<file path="src/rtl/ex_mem_stage_pkg.sv">
// Shared widths, halt FSM encoding and control-bundle layout for the core's pipeline registers.
package ex_mem_stage_pkg;

  localparam int unsigned DW = 16;
  localparam int unsigned RW = 3;

  typedef enum logic {
    ST_RUN    = 1'b0,
    ST_HALTED = 1'b1
  } state_e;

  // Control bundle bit offsets; a cleared bundle is a bubble.
  localparam int unsigned CTL_VALID  = 0;
  localparam int unsigned CTL_REG_WR = 1;
  localparam int unsigned CTL_MEM_RD = 2;
  localparam int unsigned CTL_MEM_WR = 3;
  localparam int unsigned CTL_W      = 4;

  localparam int unsigned DATA_W = 3 * DW + RW;

endpackage

</file>
<file path="src/rtl/pipe_reg_en.sv">
// Pipeline register with synchronous reset, bubble clear and load enable.
module pipe_reg_en #(
  parameter int unsigned W = 8
) (
  input  logic         clk,
  input  logic         rst,
  input  logic         clr,
  input  logic         en,
  input  logic [W-1:0] d,
  output logic [W-1:0] q
);

  always_ff @(posedge clk) begin
    if (rst) begin
      q <= '0;
    end else if (clr) begin
      q <= '0;
    end else if (en) begin
      q <= d;
    end
  end

endmodule

</file>
<file path="src/rtl/ex_mem_stage.sv">
// EX/MEM pipeline register with sticky halt FSM, illegal-control flag and
// forwarding / load-use hazard compare against the registered MEM state.
module ex_mem_stage
  import ex_mem_stage_pkg::*;
(
  input  logic          clk,
  input  logic          rst,
  input  logic          ex_valid,
  input  logic [DW-1:0] ex_result,
  input  logic [DW-1:0] ex_store_data,
  input  logic [DW-1:0] ex_pc_inc,
  input  logic [RW-1:0] ex_rd,
  input  logic          ex_reg_wr,
  input  logic          ex_mem_rd,
  input  logic          ex_mem_wr,
  input  logic          ex_halt,
  input  logic          stall,
  input  logic          flush,
  input  logic [RW-1:0] id_rs,
  input  logic [RW-1:0] id_rt,
  output logic          mem_valid,
  output logic [DW-1:0] mem_result,
  output logic [DW-1:0] mem_store_data,
  output logic [DW-1:0] mem_pc_inc,
  output logic [RW-1:0] mem_rd,
  output logic          mem_reg_wr,
  output logic          mem_mem_rd,
  output logic          mem_mem_wr,
  output logic          mem_halted,
  output logic          fwd_a,
  output logic          fwd_b,
  output logic          load_use,
  output logic          err
);

  state_e state_q, state_d;
  logic   err_q, err_d;
  logic   halted, clr, en, load, illegal, is_halt;

  logic [DATA_W-1:0] data_d, data_q;
  logic [CTL_W-1:0]  ctl_d, ctl_q;

  assign halted  = (state_q == ST_HALTED);
  // Halted state outranks stall, so it shares the bubble path with flush.
  assign clr     = flush | halted;
  assign en      = ~stall;
  assign load    = ~clr & en;
  assign illegal = ex_valid & ex_mem_rd & ex_mem_wr;
  assign is_halt = ex_valid & ex_halt;

  assign data_d = {ex_result, ex_store_data, ex_pc_inc, ex_rd};

  always_comb begin
    ctl_d             = '0;
    ctl_d[CTL_VALID]  = ex_valid;
    // HALT is captured as a valid instruction that performs no writes.
    ctl_d[CTL_REG_WR] = ex_valid & ex_reg_wr & ~ex_halt;
    ctl_d[CTL_MEM_RD] = ex_valid & ex_mem_rd & ~ex_mem_wr & ~ex_halt;
    ctl_d[CTL_MEM_WR] = ex_valid & ex_mem_wr & ~ex_mem_rd & ~ex_halt;
  end

  pipe_reg_en #(
    .W(DATA_W)
  ) u_data_reg (
    .clk(clk),
    .rst(rst),
    .clr(clr),
    .en (en),
    .d  (data_d),
    .q  (data_q)
  );

  pipe_reg_en #(
    .W(CTL_W)
  ) u_ctl_reg (
    .clk(clk),
    .rst(rst),
    .clr(clr),
    .en (en),
    .d  (ctl_d),
    .q  (ctl_q)
  );

  always_comb begin
    state_d = state_q;
    err_d   = err_q;
    if (load && is_halt) begin
      state_d = ST_HALTED;
    end
    if (load && illegal) begin
      err_d = 1'b1;
    end
  end

  always_ff @(posedge clk) begin
    if (rst) begin
      state_q <= ST_RUN;
      err_q   <= 1'b0;
    end else begin
      state_q <= state_d;
      err_q   <= err_d;
    end
  end

  assign {mem_result, mem_store_data, mem_pc_inc, mem_rd} = data_q;
  assign mem_valid  = ctl_q[CTL_VALID];
  assign mem_reg_wr = ctl_q[CTL_REG_WR];
  assign mem_mem_rd = ctl_q[CTL_MEM_RD];
  assign mem_mem_wr = ctl_q[CTL_MEM_WR];
  assign mem_halted = halted;
  assign err        = err_q;

  assign fwd_a    = mem_valid & mem_reg_wr & ~mem_mem_rd & (mem_rd == id_rs);
  assign fwd_b    = mem_valid & mem_reg_wr & ~mem_mem_rd & (mem_rd == id_rt);
  assign load_use = mem_valid & mem_mem_rd & mem_reg_wr &
                    ((mem_rd == id_rs) | (mem_rd == id_rt));

endmodule

</file>
<file path="config.mk">
export PLATFORM = sky130hd
export DESIGN_NAME = ex_mem_stage
export DESIGN_NICKNAME = d
export VERILOG_FILES = /design/src/rtl/ex_mem_stage_pkg.sv /design/src/rtl/pipe_reg_en.sv /design/src/rtl/ex_mem_stage.sv
export SDC_FILE = /design/constraint.sdc
export NUM_CORES = 1
export LEC_CHECK = 0
export BUFFER_PORTS_ARGS = -buffer_cell sky130_fd_sc_hd__buf_2
export CAP_MARGIN = 0
export CORE_UTILIZATION = 40
export CTS_BUF_LIST = sky130_fd_sc_hd__clkbuf_8
export DETAILED_ROUTE_END_ITERATION = 10
export PLACE_DENSITY = 0.78
export SLEW_MARGIN = 20
export SYNTH_ARGS = -nofsm -noshare
export SYNTH_HDL_FRONTEND = slang
export SYNTH_SLANG_ARGS = --single-unit
</file>
<file path="constraint.sdc">
create_clock -name clk -period 1.35 [get_ports clk]
set_clock_uncertainty 0.15 [all_clocks]
set_input_delay 0.0675 -clock clk [delete_from_list [all_inputs] [get_ports clk]]
set_output_delay 0.0675 -clock clk [all_outputs]
set_load 0.005 [all_outputs]
</file>
==> reports/results.ini <==
[worst_setup_path]
worst_path_max_delay_cell=dfxtp_4
path_cells=xor2_2, or2_4, o32ai_2, buf_2
rr_startpoint=mem_halted
rr_endpoint=u_data_reg.q[15]
startpoint_type=flip-flop
worst-path-buf-inv=1
crit_type=reg -> out
cp_top_family=flip-flops
rrSetupSlack_ps=110
endpoint_kind=primary output
r2r.worst_path.cells=3
arrival_ps=1290
crit_fanout=2
crit_path_max_incr_delay_ps=350
required_ps=1130

[clock_tree]
root_buffer=clkbuf_8
cts_tree=done
cts.sinks=57
cts_buffers=9
clkTransAtPathRegs_ps=60
clk_latency_ps=310
h-tree-depth=3
cts_buffer_depth=2

[cells_and_area]
fillers=401
stdcell_count=468
nNetsFinal=462
multi_input_area_um2=951
ff_latch_area_um2=1160
num_antenna_cells=0
layout-area-overhead-vs-synth_pct=69.7
drive_above_1_share_pct=41.0
finalInstanceArea_um2=3660

[status]
status=finished with violations
violations=negative setup slack

[sta]
fin_ws_ps=-160
worstMarginPinSlew_ps=363
hold_viol_final=0
final.period_utilization_pct=112
finalSetupViolCount=3
period_needed_ps=1510
slew_violations=0
maxSlewHeadroom_pct=75.8
max_freq_ghz=0.662
rsz0062_at_grt=yes

[job]
max_cap_violations=0

[worst_hold_path]
min_from=flush
holdPathEnd=err
hold_path_depth=4
hp-class=in -> reg

[logic_synthesis]
ys_ff_latch=57
synth-edff-count=0
synth.area.top_cells=dfxtp_1 53%, mux2i_1 24%, nor2_1 9.9%
synth_area_um2=2160
syn_inst=204
synth_area_per_cell_um2=10.6
yosysTopAreaCellShare_pct=52.9
yosysWarningCount=0
synth_top_cell_by_area=dfxtp_1
synth_fp_nets=270
async_flop_share_pct=0
synthDistinctLibCells=24
yosys-top-cells-count=57 x dfxtp_1, 57 x nor2_1, 51 x mux2i_1, 6 x buf_6, 5 x buf_4
synth_ff_type=dfxtp_1
ys_seq_area_share_pct=52.9

[placement]
place_inst=395
dp_hpwl_um=3510
port_buffers=125
place_area_um2=2830
gp_congestion=0.701

[route]
dr.pass1.iters=5
drt_wl_total_um=6270
wl_per_cell_um=13.4
vias_per_cell=4.53
antenna_left=0
drcViolationCount=0
vias=2122
drt-initial-drc-count=55

[power]
powerDensity_nw_per_um2=975
leakage_nw=1.88
ir_drop_uv=728
totalPowerFinal_mw=3.57

[global_route]
grt_max_degree=25
grt-ovfl-total=0
grt_pass1_wl_um=8960
grt_pass1_vias=2058
antenna_found_initial=0
grt.total_usage_pct=21.3

[floorplanning]
die_h_um=75.4
coreArea_um2=5140
io_pins=126
row_count=26
start_util_pct=41.9
die_area_um2=5690
die_w_um=75.4

-- metal layers --
layer | vias up | part of all wire [%] | GRT usage (%)
met5 | - | 0 | 0
met4 | 0 | 0.51 | 9.26
met3 | 4 | 6.5 | 5.16
met2 | 80 | 55 | 41.3
met1 | 977 | 38 | 21.4
li1 | 1061 | - | -
-- report_power, final --
part	switching, mW	total [mW]	internal, mW
sequential	0.0300	1.76	1.73
combinational	0.217	0.549	0.332
clock	0.586	1.25	0.668
total	0.833	3.57	2.73
-- sequential cells by signal (all words and copies together) (netlist names) --
| signal | count |
|---|---|
| u_data_reg.q | 51 |
| u_ctl_reg.q | 4 |
| err | 1 |
| mem_halted | 1 |
-- timing repair --
action | in CTS | in global routing
hold buffers | 57 | 0
pin swaps | 5 | 5
setup buffers | 2 | 1
setup endpoints to repair | 40 | 11
gates resized for setup | 11 | 10
endpoints found under the hold margin | 56 | 0
-- final cells by class --
type / count / area share (%)
timing repair buffer: 193 / 35.6
sequential: 57 / 31.6
multi-input combinational: 132 / 26.0
clock buffer: 10 / 3.76
tap: 70 / 2.39
clock inverter: 3 / 0.342
inverter: 3 / 0.308
-- cells by family (layout without fill, tap and decap cells) --
kind of cell	Yosys count	count (layout)	share of synthesized area, %
simple gates	68	68	12.8
xor+xnor	6	6	2.44
mux	51	51	23.7
flops	57	57	52.9
compound gates	7	7	2.50
buf+inv	15	209	5.63
-- worst register-to-register path, stage by stage (launching register included) --
cell and delay, ps:
dfxtp_1 310, or3_4 410, buf_4 190, nor2_1 120
-- worst max path at each step --
stage	slack [ps]	endpoint	cells past startpoint	from
floorplan	90	u_data_reg.q[23]	4	mem_halted
global placement	30	u_data_reg.q[27]	3	mem_halted
detailed placement	-30	u_data_reg.q[2]	3	mem_halted
CTS	-210	load_use	4	u_data_reg.q[2]
global route	-210	load_use	4	u_data_reg.q[0]
finish	-160	load_use	4	u_data_reg.q[2]
-- metrics by stage --
step | util (%) | worst slack [ps] | setup TNS, ps | hold WS [ps]
4_1_cts | 70.1 | -208 | -379 | 10.5
5_1_grt | 71.2 | -206 | -500 | 40.9
2_1_floorplan | - | 89.5 | 0 | -10.1
3_3_place_gp | 55.1 | 29.4 | 0 | 110
6_report | 71.2 | -160 | -301 | 18.6
3_5_place_dp | 55.1 | -32.0 | -257 | 113
-- cell usage in the layout, fill, tap and decap left out --
cell and n:
or3_4 1, clkbuf_8 10, nor3b_1 1, dfxtp_1 51, a22oi_1 1, a32oi_1 2, buf_12 1, or2_4 1
buf_4 7, nor2_2 1, xnor2_2 3, a31oi_1 1, clkinv_2 1, nand2_1 2, o32ai_2 1, nor2b_1 1
a41oi_1 1, inv_1 5, mux2i_1 51, xnor2_1 1, buf_6 3, nor2_1 57, nand3b_1 1, dfxtp_4 3
dlygate4sd3_1 57, nor3_1 1, nand3_1 1, buf_2 125, xor2_2 2, a21oi_1 1, nor3_2 1, dfxtp_2 3
Note: power is estimated with default switching activity, not from simulation.
